===== src/rtl/nes_bus_pkg.sv =====
// Shared CPU-bus definitions: register addresses decoded by the bus select
// logic and the OAM DMA state encoding.
package nes_bus_pkg;

  localparam logic [15:0] DMA_REG_ADDR = 16'h4014;
  localparam logic [15:0] OAMDATA_ADDR = 16'h2004;

  localparam logic [2:0] ST_IDLE  = 3'd0;
  localparam logic [2:0] ST_HALT  = 3'd1;
  localparam logic [2:0] ST_ALIGN = 3'd2;
  localparam logic [2:0] ST_READ  = 3'd3;
  localparam logic [2:0] ST_WRITE = 3'd4;

  typedef enum logic [2:0] {
    IDLE  = ST_IDLE,
    HALT  = ST_HALT,
    ALIGN = ST_ALIGN,
    READ  = ST_READ,
    WRITE = ST_WRITE
  } oam_dma_state_t;

endpackage


===== src/rtl/oam_dma_if.sv =====
// CPU-bus view of the OAM DMA engine.
// Bus protocol: there is no valid/ready pair. The CPU requests a transfer by
// a single-cycle write (CPU_RW_n=0) of the page number to the DMA register;
// the engine answers with CPU_HALT, and while DMA_ACTIVE is high the bus
// address/direction/data come from DMA_ADDR/DMA_RW_n/DMA_DATA_OUT.
// BUS_DATA_IN is the read value for the address driven in the same cycle.
interface oam_dma_if;
  logic [15:0] CPU_ADDR;
  logic [7:0]  CPU_DATA_OUT;
  logic        CPU_RW_n;
  logic [7:0]  BUS_DATA_IN;
  logic        CPU_HALT;
  logic        DMA_ACTIVE;
  logic [15:0] DMA_ADDR;
  logic        DMA_RW_n;
  logic [7:0]  DMA_DATA_OUT;

  modport master (
    input  CPU_ADDR, CPU_DATA_OUT, CPU_RW_n, BUS_DATA_IN,
    output CPU_HALT, DMA_ACTIVE, DMA_ADDR, DMA_RW_n, DMA_DATA_OUT
  );

  modport slave (
    output CPU_ADDR, CPU_DATA_OUT, CPU_RW_n, BUS_DATA_IN,
    input  CPU_HALT, DMA_ACTIVE, DMA_ADDR, DMA_RW_n, DMA_DATA_OUT
  );
endinterface


===== src/rtl/oam_dma.sv =====
// Sprite OAM DMA engine: a CPU write of page P to the DMA register halts the
// CPU and copies $PP00-$PPFF into OAMDATA, one read/write pair per byte.
// Optional debug outputs (index, done pulse) are built when OAM_DMA_DEBUG_EN
// is defined.
module oam_dma #(
  parameter logic [15:0] DMA_REG_ADDR = nes_bus_pkg::DMA_REG_ADDR,
  parameter logic [15:0] OAMDATA_ADDR = nes_bus_pkg::OAMDATA_ADDR,
  parameter int          NUM_BYTES    = 256
) (
  input  logic        CLK,
  input  logic        RESET,
  oam_dma_if.master   bus
`ifdef OAM_DMA_DEBUG_EN
  ,
  output logic [7:0]  DMA_INDEX_debug,
  output logic        DMA_DONE_debug
`endif
);
  import nes_bus_pkg::*;

  localparam logic [7:0] LAST_INDEX = 8'(NUM_BYTES - 1);

  oam_dma_state_t state_q, state_d;
  logic           parity_q, parity_d;
  logic [7:0]     page_q, page_d;
  logic [7:0]     index_q, index_d;
  logic [7:0]     latch_q, latch_d;

  logic           cpu_halt_q, cpu_halt_d;
  logic           dma_active_q, dma_active_d;
  logic [15:0]    dma_addr_q, dma_addr_d;
  logic           dma_rw_n_q, dma_rw_n_d;
  logic [7:0]     dma_data_out_q, dma_data_out_d;

  logic           trigger;
  logic           last_byte;

  assign trigger   = !bus.CPU_RW_n && (bus.CPU_ADDR == DMA_REG_ADDR);
  assign last_byte = (index_q == LAST_INDEX);

  // Next-state, counter, page and data latch; parity free-runs (0 = get).
  always_comb begin
    state_d  = state_q;
    page_d   = page_q;
    index_d  = index_q;
    latch_d  = latch_q;
    parity_d = ~parity_q;
    case (state_q)
      IDLE: begin
        if (trigger) begin
          page_d  = bus.CPU_DATA_OUT;
          index_d = 8'h00;
          state_d = HALT;
        end
      end
      // The cycle after HALT has parity ~parity_q; it must be a get cycle.
      HALT:  state_d = parity_q ? READ : ALIGN;
      ALIGN: state_d = READ;
      READ: begin
        latch_d = bus.BUS_DATA_IN;
        state_d = WRITE;
      end
      WRITE: begin
        if (last_byte) begin
          state_d = IDLE;
        end else begin
          index_d = index_q + 8'h01;
          state_d = READ;
        end
      end
      default: state_d = IDLE;
    endcase
  end

  // Output decode from the next state so the registered outputs track state.
  always_comb begin
    cpu_halt_d     = (state_d != IDLE);
    dma_active_d   = (state_d == READ) || (state_d == WRITE);
    dma_rw_n_d     = (state_d != WRITE);
    dma_addr_d     = 16'h0000;
    dma_data_out_d = 8'h00;
    if (state_d == READ) begin
      dma_addr_d = {page_d, index_d};
    end else if (state_d == WRITE) begin
      dma_addr_d     = OAMDATA_ADDR;
      dma_data_out_d = latch_d;
    end
  end

  // State and output registers with synchronous reset.
  always_ff @(posedge CLK) begin
    if (RESET) begin
      state_q        <= IDLE;
      parity_q       <= 1'b0;
      page_q         <= 8'h00;
      index_q        <= 8'h00;
      latch_q        <= 8'h00;
      cpu_halt_q     <= 1'b0;
      dma_active_q   <= 1'b0;
      dma_addr_q     <= 16'h0000;
      dma_rw_n_q     <= 1'b1;
      dma_data_out_q <= 8'h00;
    end else begin
      state_q        <= state_d;
      parity_q       <= parity_d;
      page_q         <= page_d;
      index_q        <= index_d;
      latch_q        <= latch_d;
      cpu_halt_q     <= cpu_halt_d;
      dma_active_q   <= dma_active_d;
      dma_addr_q     <= dma_addr_d;
      dma_rw_n_q     <= dma_rw_n_d;
      dma_data_out_q <= dma_data_out_d;
    end
  end

  assign bus.CPU_HALT     = cpu_halt_q;
  assign bus.DMA_ACTIVE   = dma_active_q;
  assign bus.DMA_ADDR     = dma_addr_q;
  assign bus.DMA_RW_n     = dma_rw_n_q;
  assign bus.DMA_DATA_OUT = dma_data_out_q;

`ifdef OAM_DMA_DEBUG_EN
  logic done_q, done_d;

  // Done pulses in the first IDLE cycle after the final WRITE.
  always_comb begin
    done_d = (state_q == WRITE) && last_byte;
  end

  // Done pulse register.
  always_ff @(posedge CLK) begin
    if (RESET) done_q <= 1'b0;
    else       done_q <= done_d;
  end

  assign DMA_INDEX_debug = index_q;
  assign DMA_DONE_debug  = done_q;
`endif

endmodule


===== src/flat_wrapper.sv =====
// flat-port wrapper written by rule: the top's interface ports become plain ports
module oam_dma_flat import nes_bus_pkg::*;
#(
  parameter logic [15:0] DMA_REG_ADDR = nes_bus_pkg::DMA_REG_ADDR,
  parameter logic [15:0] OAMDATA_ADDR = nes_bus_pkg::OAMDATA_ADDR,
  parameter int          NUM_BYTES    = 256
)
  (CLK, RESET, bus_CPU_ADDR, bus_CPU_DATA_OUT, bus_CPU_RW_n, bus_BUS_DATA_IN, bus_CPU_HALT, bus_DMA_ACTIVE, bus_DMA_ADDR, bus_DMA_RW_n, bus_DMA_DATA_OUT);
  oam_dma_if bus_i ();
  input  logic CLK;
  input  logic RESET;
  input wire logic [$bits(bus_i.CPU_ADDR)-1:0] bus_CPU_ADDR;
  input wire logic [$bits(bus_i.CPU_DATA_OUT)-1:0] bus_CPU_DATA_OUT;
  input wire logic [$bits(bus_i.CPU_RW_n)-1:0] bus_CPU_RW_n;
  input wire logic [$bits(bus_i.BUS_DATA_IN)-1:0] bus_BUS_DATA_IN;
  output wire logic [$bits(bus_i.CPU_HALT)-1:0] bus_CPU_HALT;
  output wire logic [$bits(bus_i.DMA_ACTIVE)-1:0] bus_DMA_ACTIVE;
  output wire logic [$bits(bus_i.DMA_ADDR)-1:0] bus_DMA_ADDR;
  output wire logic [$bits(bus_i.DMA_RW_n)-1:0] bus_DMA_RW_n;
  output wire logic [$bits(bus_i.DMA_DATA_OUT)-1:0] bus_DMA_DATA_OUT;
  assign bus_i.CPU_ADDR = bus_CPU_ADDR;
  assign bus_i.CPU_DATA_OUT = bus_CPU_DATA_OUT;
  assign bus_i.CPU_RW_n = bus_CPU_RW_n;
  assign bus_i.BUS_DATA_IN = bus_BUS_DATA_IN;
  assign bus_CPU_HALT = bus_i.CPU_HALT;
  assign bus_DMA_ACTIVE = bus_i.DMA_ACTIVE;
  assign bus_DMA_ADDR = bus_i.DMA_ADDR;
  assign bus_DMA_RW_n = bus_i.DMA_RW_n;
  assign bus_DMA_DATA_OUT = bus_i.DMA_DATA_OUT;
  oam_dma #(.DMA_REG_ADDR(DMA_REG_ADDR), .OAMDATA_ADDR(OAMDATA_ADDR), .NUM_BYTES(NUM_BYTES)) u_core (.CLK(CLK), .RESET(RESET), .bus(bus_i));
endmodule

===== config.mk =====
export PLATFORM = sky130hd
export DESIGN_NAME = oam_dma_flat
export DESIGN_NICKNAME = d
export VERILOG_FILES = /design/src/rtl/nes_bus_pkg.sv /design/src/rtl/oam_dma_if.sv /design/src/rtl/oam_dma.sv /design/src/flat_wrapper.sv
export SDC_FILE = /design/constraint.sdc
export NUM_CORES = 1
export LEC_CHECK = 0
export ABC_CLOCK_PERIOD_IN_PS = 2600
export CAP_MARGIN = 40
export CORE_MARGIN = 2
export CORE_UTILIZATION = 44
export CTS_CLUSTER_SIZE = 10
export DETAILED_ROUTE_END_ITERATION = 6
export PLACE_DENSITY = 0.81
export SLEW_MARGIN = 20
export SYNTH_ARGS = -nofsm -noshare
export SYNTH_HDL_FRONTEND = slang
export SYNTH_SLANG_ARGS = --single-unit
export TNS_END_PERCENT = 5

===== constraint.sdc =====
create_clock -name CLK -period 2.6 [get_ports CLK]
set_clock_uncertainty 0.2 [all_clocks]
set_input_delay 0.26 -clock CLK [delete_from_list [all_inputs] [get_ports CLK]]
set_output_delay 0.26 -clock CLK [all_outputs]
set_load 0.01 [all_outputs]

==> impl_metrics.json <==
{
  "status": "completed",
  "firstDrtPassIters": 4,
  "fmax_mhz": 467,
  "total_power_mw": 1.24,
  "cts_tree": "done",
  "wl_per_cell_microns": 12.4,
  "setup_viol": 0,
  "path_depth": 7,
  "crit_type": "reg2reg",
  "core-area_sq_mm": 0.00394,
  "path_cells": "ha_1, nand3_1, o21ai_4, a21boi_4, or2_1, buf_4, o21ai_1",
  "synth_cell_types": 45,
  "worstHoldPathType": "reg2reg",
  "crit_path_start_kind": "flop",
  "routed-via-count": 1465,
  "crit_slowest_cell": "dfxtp_1",
  "row_count": 23,
  "async_flop_share": 0,
  "initial_core_util": 0.448,
  "grt_pass1_wl_microns": 6020,
  "synth_area_sq_mm": 0.00177,
  "place_inst": 285,
  "gr-total-overflow": 0,
  "final_hold_viol_count": 0,
  "cp.arrival_ns": 2.12,
  "die_h_microns": 67.4,
  "synth_edf_count": 0,
  "post_cts_buffers": 0,
  "ys_seq_area_frac": 0.533,
  "ys_warn_count": 0,
  "antenna_found_initial": 0,
  "grt_pass1_vias": 1370,
  "rr_startpoint": "u_core.index_q[0]",
  "port_buffers": 61,
  "p_leak_nw": 0.853,
  "tns_ns": 0,
  "clockBufferDepth": 2,
  "hold_buffers": 0,
  "postCtsResizedCells": 0,
  "layout_min_cycle_time_ns": 2.14,
  "finalWeightedCongestion": 0.870,
  "cp_slowest_stage_delay_ns": 0.39,
  "num_io_pins": 62,
  "tightest_slew_ns": 0.511,
  "viasPerCell": 5.00,
  "synth-seq-cells": 47,
  "drv_cap": 0,
  "crit_end": "u_core.bus.DMA_ADDR[2]",
  "track_usage": 0.181,
  "clk_latency_ns": 0.30,
  "final_cells": 293,
  "finalWirelength_microns": 3640,
  "ir_drop_mv": 0.462,
  "reg2reg_slack_ns": 0.46,
  "period_share": 0.823,
  "grt_setup_unrepaired": "no",
  "drive_gt1_frac": 0.0617,
  "h-tree-depth": 2,
  "synth_area_per_cell_sq_um": 9.76,
  "drc": 0,
  "post-dp-hpwl_microns": 2700,
  "slew_headroom": 0.658,
  "drt_iter0_drc": 42,
  "cp_num_buf_inv": 1,
  "maxSlewViolCount": 0,
  "antenna_left": 0,
  "nNetsFinal": 278,
  "cp.required_ns": 2.58,
  "tritoncts.num_buffers": 5,
  "synthFlopType": "dfxtp_1",
  "worstSetupStartpoint": "u_core.index_q[0]",
  "syn-num-nets": 217,
  "synthToLayoutAreaGrowth_pct": 40.9,
  "cts_sinks": 47,
  "crit_path_max_fanout": 14,
  "postSynthCellCount": 181,
  "cp-end-kind": "flop",
  "diodes": 0,
  "reg2regPathDepth": 7,
  "cts_root_buf": "clkbuf_8",
  "die_area_sq_mm": 0.00454,
  "die_w_microns": 67.4,
  "clkTransAtPathRegs_ns": 0.08,
  "p_per_area_mw_per_mm2": 497,
  "timing.rr.end": "u_core.bus.DMA_ADDR[2]",
  "crit_family": "compound AO/OA/AOI/OAI gates",
  "grt_max_degree": 17
}
[per-stage QoR]
| step | setup slack [ns] | hold slack (ns) | instance area [sq um] | utilization |
|---|---|---|---|---|
| 5_1_grt | 0.246 | 0.239 | 2490 | 0.632 |
| 2_1_floorplan | 0.682 | 0.149 | 1770 | - |
| 3_3_place_gp | 0.260 | 0.200 | 2390 | 0.607 |
| 4_1_cts | 0.474 | 0.222 | 2490 | 0.632 |
| 3_5_place_dp | 0.242 | 0.209 | 2390 | 0.607 |
| 6_report | 0.460 | 0.225 | 2490 | 0.632 |
[how the worst min path moves through the flow]
stage / startpoint / endpoint / slack (ns) / cells after the start
2_1_floorplan: RESET / u_core.index_q[5] / 0.15 / 1
3_3_place_gp: u_core.parity_q / u_core.parity_q / 0.20 / 1
3_5_place_dp: u_core.parity_q / u_core.parity_q / 0.21 / 1
4_1_cts: u_core.parity_q / u_core.parity_q / 0.22 / 1
5_1_grt: u_core.parity_q / u_core.parity_q / 0.24 / 1
6_report: u_core.parity_q / u_core.parity_q / 0.22 / 1
[cells in the final DEF (no fill, tap or decap), types with 4 or more instances in the layout]
master	netlist	routed
clkbuf_8	0	6
a21oi_1	8	8
mux2i_1	9	9
nand2_1	8	8
nand3_1	4	4
inv_1	6	6
nor3_1	8	7
clkdlybuf4s50_1	0	61
nor2_1	34	34
dfxtp_1	47	47
and2_1	9	9
[worst register-to-register path, delay by kind of cell, from the launching register on]
kind | cells | cell delay [ns]
DFF | 1 | 0.39
buffers and inverters | 1 | 0.20
AOI/OAI and AO/OA | 3 | 0.68
and+or+nand+nor | 2 | 0.36
adders and majority gates | 1 | 0.21
[sequential cells by signal, summed over array words and instances, names as in the netlist]
name	count
u_core.state_q	3
u_core.parity_q	1
u_core.bus.CPU_HALT	1
u_core.page_q	8
u_core.bus.DMA_DATA_OUT	8
u_core.bus.DMA_ADDR	16
u_core.bus.DMA_ACTIVE	1
u_core.index_q	8
u_core.bus.DMA_RW_n	1
[power by group]
group | switching, mW | internal, mW
clock | 0.234 | 0.218
combinational | 0.0158 | 0.0489
sequential | 0.000584 | 0.720
[synthesized netlist by cell type, types with 2 or more instances]
cell type | count | area share
buf_6 | 4 | 0.025
and2_1 | 9 | 0.032
clkbuf_1 | 2 | 0.0043
nor3_1 | 8 | 0.023
inv_1 | 6 | 0.013
buf_1 | 2 | 0.0043
nor4b_1 | 2 | 0.0099
a21oi_1 | 8 | 0.023
nand2_1 | 8 | 0.017
dfxtp_1 | 47 | 0.53
nor2_1 | 34 | 0.072
a31oi_1 | 3 | 0.011
nor4_1 | 2 | 0.0071
mux2i_1 | 9 | 0.051
nand3_1 | 4 | 0.011
nand4_1 | 2 | 0.0071
o21ai_0 | 3 | 0.0085
[layout make-up]
| cell class | instances | area, sq um |
|---|---|---|
| clock buffers | 7 | 86.3 |
| clock inverters | 1 | 8.76 |
| fillers | 342 | 1450 |
| inverters | 6 | 22.5 |
| multi-input cells | 118 | 736 |
| flip-flops and latches | 47 | 941 |
| well taps | 50 | 62.6 |
| repair buffers | 64 | 633 |
[metal layers]
metal  part of all wire  GRT usage  wire length, microns  up-vias
li1                   -          -                     -      742
met1               0.44      0.213                  1600      671
met2               0.46      0.290                  1670       47
met3              0.091     0.0717                   332        5
met4              0.012     0.0816                    43        0
met5                  0          0                     0        -
[cell families (layout without fill, tap and decap cells)]
family	Yosys count	in the layout	share of synthesized area
AO/OA/AOI/OAI	28	28	0.117
XOR/XNOR	1	1	0.00496
adder cells (fa/ha/maj)	1	1	0.00708
buffers and inverters	16	78	0.0538
flip-flops	47	47	0.533
multiplexers	9	9	0.0510
AND/OR/NAND/NOR	79	79	0.234
(Power assumes the default switching activity.)
